--- src/rtl/red_circle_motion_ctrl_if.sv ---
// Frame strobe, raw gamepad levels and sprite-position outputs of the red circle controller.
interface red_circle_motion_ctrl_if;
  logic       frame_start;
  logic       btn_up;
  logic       btn_down;
  logic       btn_left;
  logic       btn_right;
  logic       btn_center;
  logic [9:0] red_circle_x;
  logic [8:0] red_circle_y;
  logic       moving;
  logic       pos_valid;
  logic       overrun;

  modport master (
    output frame_start, btn_up, btn_down, btn_left, btn_right, btn_center,
    input  red_circle_x, red_circle_y, moving, pos_valid, overrun
  );

  modport slave (
    input  frame_start, btn_up, btn_down, btn_left, btn_right, btn_center,
    output red_circle_x, red_circle_y, moving, pos_valid, overrun
  );
endinterface

--- src/rtl/red_circle_motion_ctrl.sv ---
// Once-per-frame red circle position update: sample buttons, ramp speed, step, clamp, commit.
// Outputs only change on the commit edge, four cycles after frame_start is seen.
module red_circle_motion_ctrl #(
  parameter int unsigned SCREEN_W    = 640,
  parameter int unsigned SCREEN_H    = 480,
  parameter int unsigned RADIUS      = 8,
  parameter int unsigned START_X     = 320,
  parameter int unsigned START_Y     = 240,
  parameter int unsigned BASE_SPEED  = 1,
  parameter int unsigned MAX_SPEED   = 4,
  parameter int unsigned HOLD_FRAMES = 8
) (
  input  logic                     CLK,
  input  logic                     RST_N,
  red_circle_motion_ctrl_if.slave  bus
);

  localparam int unsigned HoldW = 8;
  localparam logic signed [11:0] XMin = 12'(RADIUS);
  localparam logic signed [11:0] XMax = 12'(SCREEN_W - 1 - RADIUS);
  localparam logic signed [11:0] YMin = 12'(RADIUS);
  localparam logic signed [11:0] YMax = 12'(SCREEN_H - 1 - RADIUS);
  localparam logic [HoldW-1:0]   HoldMax = '1;

  typedef enum logic [2:0] {StIdle, StSample, StCalc, StClamp, StCommit} state_e;

  state_e state_q, state_d;

  // Button vectors are packed {center, right, left, down, up}.
  logic [4:0]         btn_raw, btn_meta_q, btn_sync_q, btn_q, btn_d;
  logic [HoldW-1:0]   hold_q, hold_d, hold_steps;
  logic [11:0]        speed_q, speed_d, speed_raw;
  logic signed [11:0] cand_x_q, cand_x_d, cand_y_q, cand_y_d;
  logic signed [11:0] dx, dy;
  logic [9:0]         x_q, x_d;
  logic [8:0]         y_q, y_d;
  logic               moving_q, moving_d;
  logic               pos_valid_q, pos_valid_d;
  logic               overrun_q, overrun_d;
  logic               any_dir;

  assign btn_raw = {bus.btn_center, bus.btn_right, bus.btn_left, bus.btn_down, bus.btn_up};

  always_ff @(posedge CLK or negedge RST_N) begin
    if (!RST_N) begin
      btn_meta_q <= '0;
      btn_sync_q <= '0;
    end else begin
      btn_meta_q <= btn_raw;
      btn_sync_q <= btn_meta_q;
    end
  end

  always_ff @(posedge CLK or negedge RST_N) begin
    if (!RST_N) state_q <= StIdle;
    else        state_q <= state_d;
  end

  always_comb begin
    state_d = state_q;
    unique case (state_q)
      StIdle:   if (bus.frame_start) state_d = StSample;
      StSample: state_d = StCalc;
      StCalc:   state_d = StClamp;
      StClamp:  state_d = StCommit;
      StCommit: state_d = StIdle;
      default:  state_d = StIdle;
    endcase
  end

  // Speed uses the hold count before this frame's increment.
  assign hold_steps = HoldW'(hold_q / HoldW'(HOLD_FRAMES));
  assign speed_raw  = 12'(BASE_SPEED) + {4'b0000, hold_steps};
  assign any_dir    = |btn_sync_q[3:0];

  always_comb begin
    if (btn_q[3] && !btn_q[2])      dx = $signed(speed_q);
    else if (btn_q[2] && !btn_q[3]) dx = -$signed(speed_q);
    else                            dx = '0;
    if (btn_q[1] && !btn_q[0])      dy = $signed(speed_q);
    else if (btn_q[0] && !btn_q[1]) dy = -$signed(speed_q);
    else                            dy = '0;
  end

  always_comb begin
    btn_d       = btn_q;
    hold_d      = hold_q;
    speed_d     = speed_q;
    cand_x_d    = cand_x_q;
    cand_y_d    = cand_y_q;
    x_d         = x_q;
    y_d         = y_q;
    moving_d    = moving_q;
    pos_valid_d = 1'b0;
    overrun_d   = overrun_q | (bus.frame_start && (state_q != StIdle));

    unique case (state_q)
      StSample: begin
        btn_d   = btn_sync_q;
        speed_d = (speed_raw > 12'(MAX_SPEED)) ? 12'(MAX_SPEED) : speed_raw;
        // A recentre frame leaves the counter alone; the commit clears it.
        if (!btn_sync_q[4]) begin
          if (any_dir) hold_d = (hold_q == HoldMax) ? hold_q : hold_q + 1'b1;
          else         hold_d = '0;
        end
      end
      StCalc: begin
        if (btn_q[4]) begin
          cand_x_d = $signed(12'(START_X));
          cand_y_d = $signed(12'(START_Y));
        end else begin
          cand_x_d = $signed({2'b00, x_q}) + dx;
          cand_y_d = $signed({3'b000, y_q}) + dy;
        end
      end
      StClamp: begin
        if (cand_x_q < XMin)      cand_x_d = XMin;
        else if (cand_x_q > XMax) cand_x_d = XMax;
        if (cand_y_q < YMin)      cand_y_d = YMin;
        else if (cand_y_q > YMax) cand_y_d = YMax;
      end
      StCommit: begin
        x_d         = cand_x_q[9:0];
        y_d         = cand_y_q[8:0];
        moving_d    = (cand_x_q[9:0] != x_q) || (cand_y_q[8:0] != y_q);
        pos_valid_d = 1'b1;
        if (btn_q[4]) hold_d = '0;
      end
      default: ;
    endcase
  end

  always_ff @(posedge CLK or negedge RST_N) begin
    if (!RST_N) begin
      btn_q       <= '0;
      hold_q      <= '0;
      speed_q     <= '0;
      cand_x_q    <= '0;
      cand_y_q    <= '0;
      x_q         <= 10'(START_X);
      y_q         <= 9'(START_Y);
      moving_q    <= 1'b0;
      pos_valid_q <= 1'b0;
      overrun_q   <= 1'b0;
    end else begin
      btn_q       <= btn_d;
      hold_q      <= hold_d;
      speed_q     <= speed_d;
      cand_x_q    <= cand_x_d;
      cand_y_q    <= cand_y_d;
      x_q         <= x_d;
      y_q         <= y_d;
      moving_q    <= moving_d;
      pos_valid_q <= pos_valid_d;
      overrun_q   <= overrun_d;
    end
  end

  assign bus.red_circle_x = x_q;
  assign bus.red_circle_y = y_q;
  assign bus.moving       = moving_q;
  assign bus.pos_valid    = pos_valid_q;
  assign bus.overrun      = overrun_q;

endmodule
--- src/flat_wrapper.sv ---
// flat-port wrapper written by rule: the top's interface ports become plain ports
module red_circle_motion_ctrl_flat 
#(
  parameter int unsigned SCREEN_W    = 640,
  parameter int unsigned SCREEN_H    = 480,
  parameter int unsigned RADIUS      = 8,
  parameter int unsigned START_X     = 320,
  parameter int unsigned START_Y     = 240,
  parameter int unsigned BASE_SPEED  = 1,
  parameter int unsigned MAX_SPEED   = 4,
  parameter int unsigned HOLD_FRAMES = 8
)
  (CLK, RST_N, bus_frame_start, bus_btn_up, bus_btn_down, bus_btn_left, bus_btn_right, bus_btn_center, bus_red_circle_x, bus_red_circle_y, bus_moving, bus_pos_valid, bus_overrun);
  red_circle_motion_ctrl_if bus_i ();
  input  logic CLK;
  input  logic RST_N;
  input wire logic [$bits(bus_i.frame_start)-1:0] bus_frame_start;
  input wire logic [$bits(bus_i.btn_up)-1:0] bus_btn_up;
  input wire logic [$bits(bus_i.btn_down)-1:0] bus_btn_down;
  input wire logic [$bits(bus_i.btn_left)-1:0] bus_btn_left;
  input wire logic [$bits(bus_i.btn_right)-1:0] bus_btn_right;
  input wire logic [$bits(bus_i.btn_center)-1:0] bus_btn_center;
  output wire logic [$bits(bus_i.red_circle_x)-1:0] bus_red_circle_x;
  output wire logic [$bits(bus_i.red_circle_y)-1:0] bus_red_circle_y;
  output wire logic [$bits(bus_i.moving)-1:0] bus_moving;
  output wire logic [$bits(bus_i.pos_valid)-1:0] bus_pos_valid;
  output wire logic [$bits(bus_i.overrun)-1:0] bus_overrun;
  assign bus_i.frame_start = bus_frame_start;
  assign bus_i.btn_up = bus_btn_up;
  assign bus_i.btn_down = bus_btn_down;
  assign bus_i.btn_left = bus_btn_left;
  assign bus_i.btn_right = bus_btn_right;
  assign bus_i.btn_center = bus_btn_center;
  assign bus_red_circle_x = bus_i.red_circle_x;
  assign bus_red_circle_y = bus_i.red_circle_y;
  assign bus_moving = bus_i.moving;
  assign bus_pos_valid = bus_i.pos_valid;
  assign bus_overrun = bus_i.overrun;
  red_circle_motion_ctrl #(.SCREEN_W(SCREEN_W), .SCREEN_H(SCREEN_H), .RADIUS(RADIUS), .START_X(START_X), .START_Y(START_Y), .BASE_SPEED(BASE_SPEED), .MAX_SPEED(MAX_SPEED), .HOLD_FRAMES(HOLD_FRAMES)) u_core (.CLK(CLK), .RST_N(RST_N), .bus(bus_i));
endmodule
--- config.mk ---
export PLATFORM = sky130hd
export DESIGN_NAME = red_circle_motion_ctrl_flat
export DESIGN_NICKNAME = d
export VERILOG_FILES = /design/src/rtl/red_circle_motion_ctrl_if.sv /design/src/rtl/red_circle_motion_ctrl.sv /design/src/flat_wrapper.sv
export SDC_FILE = /design/constraint.sdc
export NUM_CORES = 1
export LEC_CHECK = 0
export BUFFER_PORTS_ARGS = -buffer_cell sky130_fd_sc_hd__buf_4
export CAP_MARGIN = 30
export CORE_ASPECT_RATIO = 1.2
export CORE_MARGIN = 8
export CORE_UTILIZATION = 55
export CTS_CLUSTER_DIAMETER = 120
export DETAILED_ROUTE_END_ITERATION = 8
export HOLD_SLACK_MARGIN = 0.03
export PLACE_DENSITY_LB_ADDON = 0.1
export SLEW_MARGIN = 20
export SYNTH_ARGS = -nofsm -noshare
export SYNTH_HDL_FRONTEND = slang
export SYNTH_SLANG_ARGS = --single-unit
--- constraint.sdc ---
create_clock -name CLK -period 7.7 [get_ports CLK]
set_input_delay 1.54 -clock CLK [delete_from_list [all_inputs] [get_ports CLK]]
set_output_delay 1.54 -clock CLK [all_outputs]
set_load 0.01 [all_outputs]
==> results of run 1 <==
-- flip-flops by register name, summed over array words and instances, names as in the netlist --
name	count
u_core.cand_y_q	12
u_core.bus.red_circle_x	10
u_core.cand_x_q	12
u_core.speed_q	6
u_core.bus.red_circle_y	9
u_core.btn_meta_q	5
u_core.bus.moving	1
u_core.btn_sync_q	5
u_core.bus.pos_valid	1
u_core.state_q	3
u_core.hold_q	8
u_core.btn_q	5
u_core.bus.overrun	1
-- per-layer routing --
| layer | wire length [µm] | share of wire, % | GRT usage, % | vias to the layer above |
|---|---|---|---|---|
| li1 | - | - | - | 1819 |
| met1 | 4970 | 45 | 24.8 | 1781 |
| met2 | 5320 | 48 | 32.4 | 79 |
| met3 | 539 | 4.9 | 3.85 | 13 |
| met4 | 210 | 1.9 | 9.19 | 0 |
| met5 | 0 | 0 | 0 | - |
-- power groups by stage --
| stage | sequential, mW | clock (mW) | combinational [mW] |
|---|---|---|---|
| floorplan | 0.737 | 0 | 1.00 |
| CTS | 0.791 | 0.328 | 1.33 |
| detailed placement | 0.800 | 0 | 1.32 |
| global route | 0.823 | 0.343 | 1.47 |
| finish | 0.792 | 0.318 | 1.33 |
| global placement | 0.793 | 0 | 1.30 |
-- cell families (layout without fill, tap and decap cells) --
family	count (synthesis)	in the layout	synth area share, %
buffers and inverters	31	64	3.07
adder cells (fa/ha/maj)	29	29	7.95
AO/OA/AOI/OAI	127	127	17.6
multiplexers	19	19	4.51
XOR/XNOR	38	38	7.10
flip-flops	78	78	41.8
AND/OR/NAND/NOR	170	170	18.0
-- placed cells by master (no fill, tap or decap), types with 9 or more instances in the layout --
cell type	netlist	layout
sky130_fd_sc_hd__xor2_1	24	24
sky130_fd_sc_hd__nor4_1	10	10
sky130_fd_sc_hd__clkbuf_8	0	9
sky130_fd_sc_hd__dfrtp_1	72	72
sky130_fd_sc_hd__nor2_1	43	43
sky130_fd_sc_hd__mux2_2	17	17
sky130_fd_sc_hd__inv_1	14	14
sky130_fd_sc_hd__ha_1	25	25
sky130_fd_sc_hd__nand2b_1	9	9
sky130_fd_sc_hd__o21ai_0	33	33
sky130_fd_sc_hd__buf_4	0	30
sky130_fd_sc_hd__xnor2_1	14	14
sky130_fd_sc_hd__nand2_1	55	55
sky130_fd_sc_hd__a21oi_1	35	35
sky130_fd_sc_hd__nor3_1	11	11
-- worst reg2reg max path: cells and delay by family, from the launching register on --
| kind | cells | cell delay (ns) |
|---|---|---|
| adder cells (fa/ha/maj) | 1 | 0.21 |
| AND/OR/NAND/NOR | 4 | 1.12 |
| flip-flops | 1 | 0.47 |
| XOR/XNOR | 1 | 0.20 |
| AO/OA/AOI/OAI | 5 | 0.96 |
-- final timing paths --
path	endpoint	startpoint	slack (ns)
min	u_core.btn_sync_q[2]$_DFF_PN0_	u_core.btn_meta_q[2]$_DFF_PN0_	0.35
max in group asynchronous	u_core.bus.red_circle_x[6]$_DFFE_PN1P_	RST_N	6.03
max	u_core.cand_x_q[9]$_DFFE_PN0P_	u_core.speed_q[2]$_DFFE_PN0N_	4.63
max reg2reg	u_core.cand_x_q[9]$_DFFE_PN0P_	u_core.speed_q[2]$_DFFE_PN0N_	4.63
min in group asynchronous	u_core.cand_x_q[10]$_DFFE_PN0P_	RST_N	1.07
min reg2reg	u_core.btn_sync_q[2]$_DFF_PN0_	u_core.btn_meta_q[2]$_DFF_PN0_	0.35
-- stage by stage --
step	hold WS [ns]	util, %	power, mW	worst slack, ns	std cells
5_1_grt	0.366	61.9	2.64	4.47	642
2_1_floorplan	0.331	-	1.74	4.81	492
4_1_cts	0.355	61.6	2.45	4.68	641
3_5_place_dp	0.335	59.2	2.12	4.69	625
3_3_place_gp	0.334	59.1	2.09	4.73	624
6_report	0.353	61.9	2.44	4.63	642
-- area by class of cell --
type / count / area (µm²)
well taps: 117 / 146
repair buffers: 32 / 258
clock buffers: 9 / 124
multi-input cells: 383 / 2590
inverters: 16 / 60.1
fillers: 748 / 3210
clock inverters: 7 / 80.1
flip-flops and latches: 78 / 1960
==> impl_metrics.tcl, run 1 <==
set metrics [dict create \
    layout.nets 555 \
    timing.final.setup_violations 0 \
    netlist.area_leader.share_pct 38.4 \
    timing_worst_setup_path_type "flop to flop" \
    power.leakage_nw 2.34 \
    area_of_the_core_region_mm2 0.00843 \
    timing.final.max_slew_violations 0 \
    max_stage_delay_ns 0.47 \
    post-dp-hpwl_um 8100 \
    synth_edf_count 0 \
    wire_length_of_the_first_global_routing_pass_um 18000 \
    h-tree-depth 3 \
    cts_buffer_depth 2 \
    sw_frac_of_total_pct 46.6 \
    seq_area_frac_synth_pct 41.8 \
    setup_repair_after_global_routing_missed_its_margin "false" \
    finalHoldViolations 0 \
    gp_routability_congestion 0.876 \
    yosys.cell_count.top_type "sky130_fd_sc_hd__dfrtp_1" \
    crit_chain "or3_4, or3_1, nor2b_1, a22o_1, ha_1, nor3_1, o21ai_0, a221oi_1, o21ai_1, xnor2_1, a21oi_1" \
    worstSkewPairLatency_ns 0.36 \
    end_kind "flop" \
    crit_slowest_cell "sky130_fd_sc_hd__dfrtp_1" \
    min_delay_path_depth 0 \
    ctsResizeCount 0 \
    cp_max_fo 8 \
    post_cts_hold_buffer_count 0 \
    dominant_register_cell_in_the_synthesized_netlist "sky130_fd_sc_hd__dfrtp_1" \
    yosys_warnings 0 \
    rows 37 \
    required_ns 7.95 \
    post_route_cells_drive_above_1_share_pct 16.8 \
    post-cts-setup-buffers 0 \
    cts_root_buffer "sky130_fd_sc_hd__clkbuf_8" \
    synth_seq_cells 78 \
    p_int_mw 1.30 \
    synthesis.nets 527 \
    drt_first_pass_iters 4 \
    groute.usage.overall_pct 19.8 \
    grt_max_degree 79 \
    grt.overflow.total 0 \
    detail_route.vias_per_cell 5.75 \
    setup_tns_ns 0 \
    first_global_vias 3583 \
    drc 0 \
    crit_cells 11 \
    synthArstFlopShare_pct 100 \
    max_clock_freq_mhz 325 \
    number_of_i_o_port_buffers 29 \
    slew_headroom_pct 40.0 \
    power_density_mw_per_mm2 468 \
    design_area_mm2 0.00522 \
    post_synth.cell_area_avg_um2 9.53 \
    clock_power_share_pct 13.0 \
    grt_antenna_before_repair 0 \
    syn_inst 492 \
    syn-cell-area_mm2 0.00469 \
    area_delta_synth_final_pct 11.3 \
    drv.max_cap_violation_count 0 \
    vias 3692 \
    cts_tree "done" \
    worst_pin_slew_ns 0.894 \
    die_height_um 117 \
    worst_setup_path_start_kind "flop" \
    buffers_plus_inverters_on_the_worst_setup_path 0 \
    cp_data_arrival_time_ns 3.32 \
    initial_core_util_pct 55.6 \
    cts_inserted_buffers 9 \
    power_switching_mw 1.14 \
    outcome "complete, no violations" \
    cts_num_sinks 78 \
    clkSlewWorstSetupHoldPaths_ns 0.09 \
    antenna_left 0 \
    floorplan.die.width_um 100 \
    cp_top_family "simple AND/OR/NAND/NOR gates" \
    avgRoutedWirePerCell_um 17.2 \
    area_post_placement_mm2 0.00499 \
    synth_cell_types 62 \
    worst_hold_path_type "flop to flop" \
    finalWirelength_um 11000 \
    r2r_cells 11 \
    timing.clock.skew_ns 0.0128 \
    post_synth_main_area_contributors "sky130_fd_sc_hd__dfrtp_1 38%, sky130_fd_sc_hd__ha_1 6.7%, sky130_fd_sc_hd__xor2_1 4.5%, sky130_fd_sc_hd__nand2_1 4.4%, sky130_fd_sc_hd__mux2_2 4.1%" \
    dieArea_mm2 0.0117 \
    ios 30 \
    vdd_ir_drop_max_mv 0.218 \
    final_critical_path_time_including_i_o_delays_and_setup_ns 3.07 \
    drt_first_iter_violations 185 \
    synth.cells.most_frequent "72 x sky130_fd_sc_hd__dfrtp_1, 55 x sky130_fd_sc_hd__nand2_1, 43 x sky130_fd_sc_hd__nor2_1" \
    synth.largest_area_cell "sky130_fd_sc_hd__dfrtp_1" \
    part_of_the_total_power_dissipated_in_sequential_elements_pct 32.4 \
    antenna_cells 0 \
    min_period_over_period_pct 39.9 \
    power.combinational.fraction_pct 54.5 \
]
Note: power is estimated with default switching activity, not from simulation.
==> run 2: changes to the inputs <==
clock period = 2.9 ns   (was 7.7 ns; I/O delays follow)
==> impl_metrics.tcl, run 2 (synthesized netlist as in run 1, its figures left out) <==
set metrics [dict create \
    cp_top_family "simple AND/OR/NAND/NOR gates" \
    detail_route.vias_per_cell 5.81 \
    layout.nets 568 \
    cp_max_fo 3 \
    fillCellCount 690 \
    end_kind "flop" \
    required_ns 3.15 \
    vias 3808 \
    post_cts_hold_buffer_count 0 \
    max_stage_delay_ns 0.40 \
    worst_flop_to_flop_path_endpoint "u_core.cand_x_q[9]$_DFFE_PN0P_" \
    gp_routability_congestion 0.904 \
    setup_repair_after_global_routing_missed_its_margin "true" \
    timing_worst_setup_path_type "flop to flop" \
    power.leakage_nw 2.44 \
    number_of_i_o_port_buffers 29 \
    top_layer "met4" \
    post-cts-setup-buffers 0 \
    mostFrequentLayoutCell "sky130_fd_sc_hd__dfrtp_1" \
    grt.overflow.total 0 \
    setup_slack_of_the_worst_register_to_register_path_ns 0.11 \
    setup_tns_ns 0 \
    grt_antenna_before_repair 0 \
    r2r-start "u_core.speed_q[1]$_DFFE_PN0N_" \
    post_route_cells_drive_above_1_share_pct 21.6 \
    cts_tree "done" \
    number_of_cells_in_the_finished_layout_apart_from_fillers 655 \
    cp_data_arrival_time_ns 3.04 \
    crit_slowest_cell "sky130_fd_sc_hd__dfrtp_1" \
    rows 37 \
    first_global_vias 3780 \
    place.detailed.instances 638 \
    ios 30 \
    crit_chain "or3_4, or3_4, nor2b_4, a22o_1, ha_2, nor3_2, o21ai_1, a221oi_1, o21ai_1, xnor2_1, a21oi_1" \
    post_place_worst_slack_ns 0.0553 \
    clkSlewWorstSetupHoldPaths_ns 0.08 \
    timing.clock.skew_ns 0.00621 \
    wire_length_of_the_first_global_routing_pass_um 18700 \
    worst_pin_slew_ns 0.874 \
    vdd_ir_drop_max_mv 0.736 \
    dieArea_mm2 0.0117 \
    slew_headroom_pct 41.3 \
    drv.max_cap_violation_count 0 \
    max_clock_freq_mhz 359 \
    drc 0 \
    finalHoldViolations 0 \
    area_delta_synth_final_pct 16.8 \
    buffers_plus_inverters_on_the_worst_setup_path 0 \
    area_of_the_core_region_mm2 0.00843 \
    finalWirelength_um 11300 \
    outcome "complete, no violations" \
    die_height_um 117 \
    worst_setup_path_start_kind "flop" \
    drt_first_pass_iters 4 \
    antenna_left 0 \
    design_area_mm2 0.00547 \
    post-dp-hpwl_um 8350 \
    initial_core_util_pct 55.6 \
    power_density_mw_per_mm2 1280 \
    h-tree-depth 3 \
    avgRoutedWirePerCell_um 17.3 \
    timing.final.max_slew_violations 0 \
    timing.final.setup_violations 0 \
    cts_num_sinks 78 \
    cts_root_buffer "sky130_fd_sc_hd__clkbuf_8" \
    grt_max_degree 79 \
    most-common-layout-cells "72 x sky130_fd_sc_hd__dfrtp_1, 55 x sky130_fd_sc_hd__nand2_1, 44 x sky130_fd_sc_hd__buf_4, 43 x sky130_fd_sc_hd__nor2_1, 31 x sky130_fd_sc_hd__a21oi_1" \
    route.layer.met1.wl_um 4810 \
    met3_wirelength_um 597 \
    antenna_cells 0 \
    worst_hold_slack_ns 0.147 \
    fin_total_pwr_mw 7.03 \
    min_period_over_period_pct 96.1 \
    final_critical_path_time_including_i_o_delays_and_setup_ns 2.79 \
    floorplan.die.width_um 100 \
    worst_hold_path_type "input port to asynchronous set/reset pin" \
    cts_inserted_buffers 9 \
    met2_wirelength_um 5570 \
    area_post_placement_mm2 0.00509 \
    ctsResizeCount 0 \
    drt_first_iter_violations 137 \
    finalWorstSetupSlack_ns 0.112 \
    cts_buffer_depth 2 \
    groute.usage.overall_pct 20.7 \
    r2r_cells 11 \
    worstSkewPairLatency_ns 0.36 \
    final_util_pct 65.0 \
]
[run 2: worst max path at each step]
stage / start / to / slack [ns] / cells after the start
floorplan: u_core.speed_q[2]$_DFFE_PN0N_ / u_core.cand_x_q[7]$_DFFE_PN0P_ / 0.008 / 12
global placement: u_core.speed_q[1]$_DFFE_PN0N_ / u_core.cand_y_q[7]$_DFFE_PN0P_ / 0.08 / 12
detailed placement: u_core.speed_q[1]$_DFFE_PN0N_ / u_core.cand_y_q[9]$_DFFE_PN0P_ / 0.06 / 12
CTS: u_core.speed_q[1]$_DFFE_PN0N_ / u_core.cand_y_q[7]$_DFFE_PN0P_ / 0.02 / 12
global route: u_core.speed_q[1]$_DFFE_PN0N_ / u_core.cand_x_q[9]$_DFFE_PN0P_ / -0.02 / 11
finish: u_core.speed_q[1]$_DFFE_PN0N_ / u_core.cand_x_q[9]$_DFFE_PN0P_ / 0.11 / 11
[run 2: layer usage]
layer / GRT usage [%] / up-vias
met4: 10.1 / 0
li1: - / 1851
met5: 0 / -
met1: 24.4 / 1849
met2: 34.5 / 87
met3: 5.09 / 21
[run 2: layout make-up]
cell class | count | area (µm²) | area share, %
clock inverter | 7 | 145 | 2.65
inverter | 16 | 60.1 | 1.10
clock buffer | 9 | 124 | 2.26
tap | 117 | 146 | 2.67
sequential | 78 | 1960 | 35.8
multi-input combinational | 383 | 2680 | 49.0
timing repair buffer | 45 | 358 | 6.54
[run 2: power breakdown]
group          switching, mW  internal (mW)  leakage (nW)
sequential             0.544           1.53         0.942
combinational           2.15           1.72          1.37
clock                  0.419          0.663         0.130
total                   3.12           3.91          2.44
==> run 3: changes to the inputs <==
BUFFER_PORTS_ARGS = -buffer_cell sky130_fd_sc_hd__buf_2   (was -buffer_cell sky130_fd_sc_hd__buf_4)
==> impl_metrics.tcl, run 3 (synthesized netlist as in run 1, its figures left out) <==
set metrics [dict create \
    timing.final.setup_violations 0 \
    cts_inserted_buffers 9 \
    end_kind "flop" \
    h-tree-depth 3 \
    ctsResizeCount 0 \
    layout.nets 569 \
    part_of_the_total_power_dissipated_in_sequential_elements_pct 30.2 \
    antenna_cells 0 \
    r2r-start "u_core.speed_q[2]$_DFFE_PN0N_" \
    met2_wirelength_um 5590 \
    dieArea_mm2 0.0117 \
    worst_pin_slew_ns 0.942 \
    vdd_ir_drop_max_mv 0.644 \
    cp-startpoint "u_core.speed_q[2]$_DFFE_PN0N_" \
    route.layer.met1.wl_um 4760 \
    area_of_the_core_region_mm2 0.00843 \
    worst_setup_path_start_kind "flop" \
    timing.final.max_slew_violations 0 \
    worst_hold_path_type "input port to asynchronous set/reset pin" \
    clkSlewWorstSetupHoldPaths_ns 0.08 \
    antenna_left 0 \
    die_height_um 117 \
    grt_antenna_before_repair 0 \
    cp_max_fo 4 \
    post_route_cells_drive_above_1_share_pct 23.4 \
    power_density_mw_per_mm2 1270 \
    gp_routability_congestion 0.908 \
    cts_tree "done" \
    area_delta_synth_final_pct 15.2 \
    finalWirelength_um 11300 \
    mostFrequentLayoutCell "sky130_fd_sc_hd__dfrtp_1" \
    min_period_over_period_pct 96.1 \
    grt_max_degree 79 \
    post-cts-setup-buffers 0 \
    post_place_worst_slack_ns 0.0489 \
    clock_power_share_pct 13.3 \
    cp_data_arrival_time_ns 3.05 \
    post-dp-hpwl_um 8380 \
    sw_frac_of_total_pct 46.0 \
    rows 37 \
    floorplan.die.width_um 100 \
    cts_root_buffer "sky130_fd_sc_hd__clkbuf_8" \
    post_cts_hold_buffer_count 0 \
    finalWorstSetupSlack_ns 0.113 \
    avgRoutedWirePerCell_um 17.2 \
    final_critical_path_time_including_i_o_delays_and_setup_ns 2.79 \
    detail_route.vias_per_cell 5.80 \
    number_of_i_o_port_buffers 29 \
    slew_headroom_pct 36.7 \
    power.leakage_nw 2.41 \
    final_util_pct 64.1 \
    worstSkewPairLatency_ns 0.36 \
    finalHoldViolations 0 \
    grt.overflow.total 0 \
    vias 3808 \
    first_global_vias 3831 \
    wire_length_of_the_first_global_routing_pass_um 19100 \
    drv.max_cap_violation_count 0 \
    drc 0 \
    fillCellCount 745 \
    top_layer "met4" \
    most-common-layout-cells "72 x sky130_fd_sc_hd__dfrtp_1, 54 x sky130_fd_sc_hd__nand2_1, 43 x sky130_fd_sc_hd__nor2_1, 31 x sky130_fd_sc_hd__a21oi_1, 29 x sky130_fd_sc_hd__o21ai_0" \
    power.combinational.fraction_pct 56.4 \
    outcome "complete, no violations" \
    max_clock_freq_mhz 359 \
    ios 30 \
    met3_wirelength_um 576 \
    setup_repair_after_global_routing_missed_its_margin "true" \
    timing.clock.skew_ns 0.00693 \
    place.detailed.instances 639 \
    p_int_mw 3.69 \
    cts_buffer_depth 2 \
    power_switching_mw 3.14 \
    cts_num_sinks 78 \
    groute.usage.overall_pct 21.0 \
    initial_core_util_pct 55.6 \
    timing_worst_setup_path_type "flop to flop" \
    number_of_cells_in_the_finished_layout_apart_from_fillers 656 \
    drt_first_iter_violations 157 \
    required_ns 3.16 \
    drt_first_pass_iters 4 \
    setup_tns_ns 0 \
]
==> run 3: cell types whose count changed in the layout (fill, tap and decap cells not counted), sizes merged <==
cell / change
buf: +1
bufinv: -2
clkinv: +1
clkinvlp: +1
==> run 3: critical path, cell delays in order, from the launching register on <==
cell and delay, ns:
sky130_fd_sc_hd__dfrtp_1 0.39, sky130_fd_sc_hd__or3_4 0.38, sky130_fd_sc_hd__buf_4 0.16, sky130_fd_sc_hd__nor2b_1 0.13
sky130_fd_sc_hd__a22o_1 0.26, sky130_fd_sc_hd__ha_1 0.31, sky130_fd_sc_hd__a21oi_1 0.22, sky130_fd_sc_hd__a21oi_2 0.11
sky130_fd_sc_hd__o221ai_1 0.17, sky130_fd_sc_hd__nand2_1 0.09, sky130_fd_sc_hd__and3_1 0.19, sky130_fd_sc_hd__nor4_1 0.27
==> run 3: final timing paths <==
kind / endpoint / slack, ns / cells past startpoint
max in group asynchronous: u_core.bus.red_circle_y[4]$_DFFE_PN1P_ / 2.18 / 2
hold / removal: u_core.bus.red_circle_x[7]$_DFFE_PN0P_ / 0.09 / 1
setup reg to reg: u_core.cand_y_q[8]$_DFFE_PN0P_ / 0.11 / 11
min in group CLK: u_core.btn_meta_q[4]$_DFF_PN0_ / 0.31 / 1
setup / recovery: u_core.cand_y_q[8]$_DFFE_PN0P_ / 0.11 / 11
hold reg to reg: u_core.btn_sync_q[3]$_DFF_PN0_ / 0.35 / 0
==> run 3: metal layers <==
| layer | GRT usage, % | vias up |
|---|---|---|
| li1 | - | 1842 |
| met1 | 24.9 | 1846 |
| met2 | 35.2 | 95 |
| met3 | 4.20 | 25 |
| met4 | 11.5 | 0 |
| met5 | 0 | - |
==> run 3: layout make-up <==
class / instances / area (µm²) / area share [%]
Clock buffer: 9 / 124 / 2.29
Clock inverter: 7 / 97.6 / 1.81
Inverter: 16 / 60.1 / 1.11
Multi-Input combinational cell: 383 / 2720 / 50.3
Sequential cell: 78 / 1960 / 36.3
Tap cell: 117 / 146 / 2.71
Timing Repair Buffer: 46 / 295 / 5.47
==> run 3: power groups by stage <==
stage | Clock (mW) | Combinational, mW | Sequential (mW)
4_1_cts | 0.939 | 3.64 | 2.05
3_3_place_gp | 0 | 3.54 | 2.05
3_5_place_dp | 0 | 3.62 | 2.07
2_1_floorplan | 0 | 2.66 | 1.96
6_report | 0.913 | 3.86 | 2.07
5_1_grt | 0.982 | 4.31 | 2.14
==> run 3: per-stage QoR <==
stage	hold slack, ns	area (µm²)	power [mW]
after global routing	0.0851	5400	7.44
after CTS	0.295	5250	6.64
after detailed placement	0.335	5020	5.69
after floorplan	0.284	4690	4.62
final	0.0874	5400	6.84
after global placement	0.334	5020	5.60
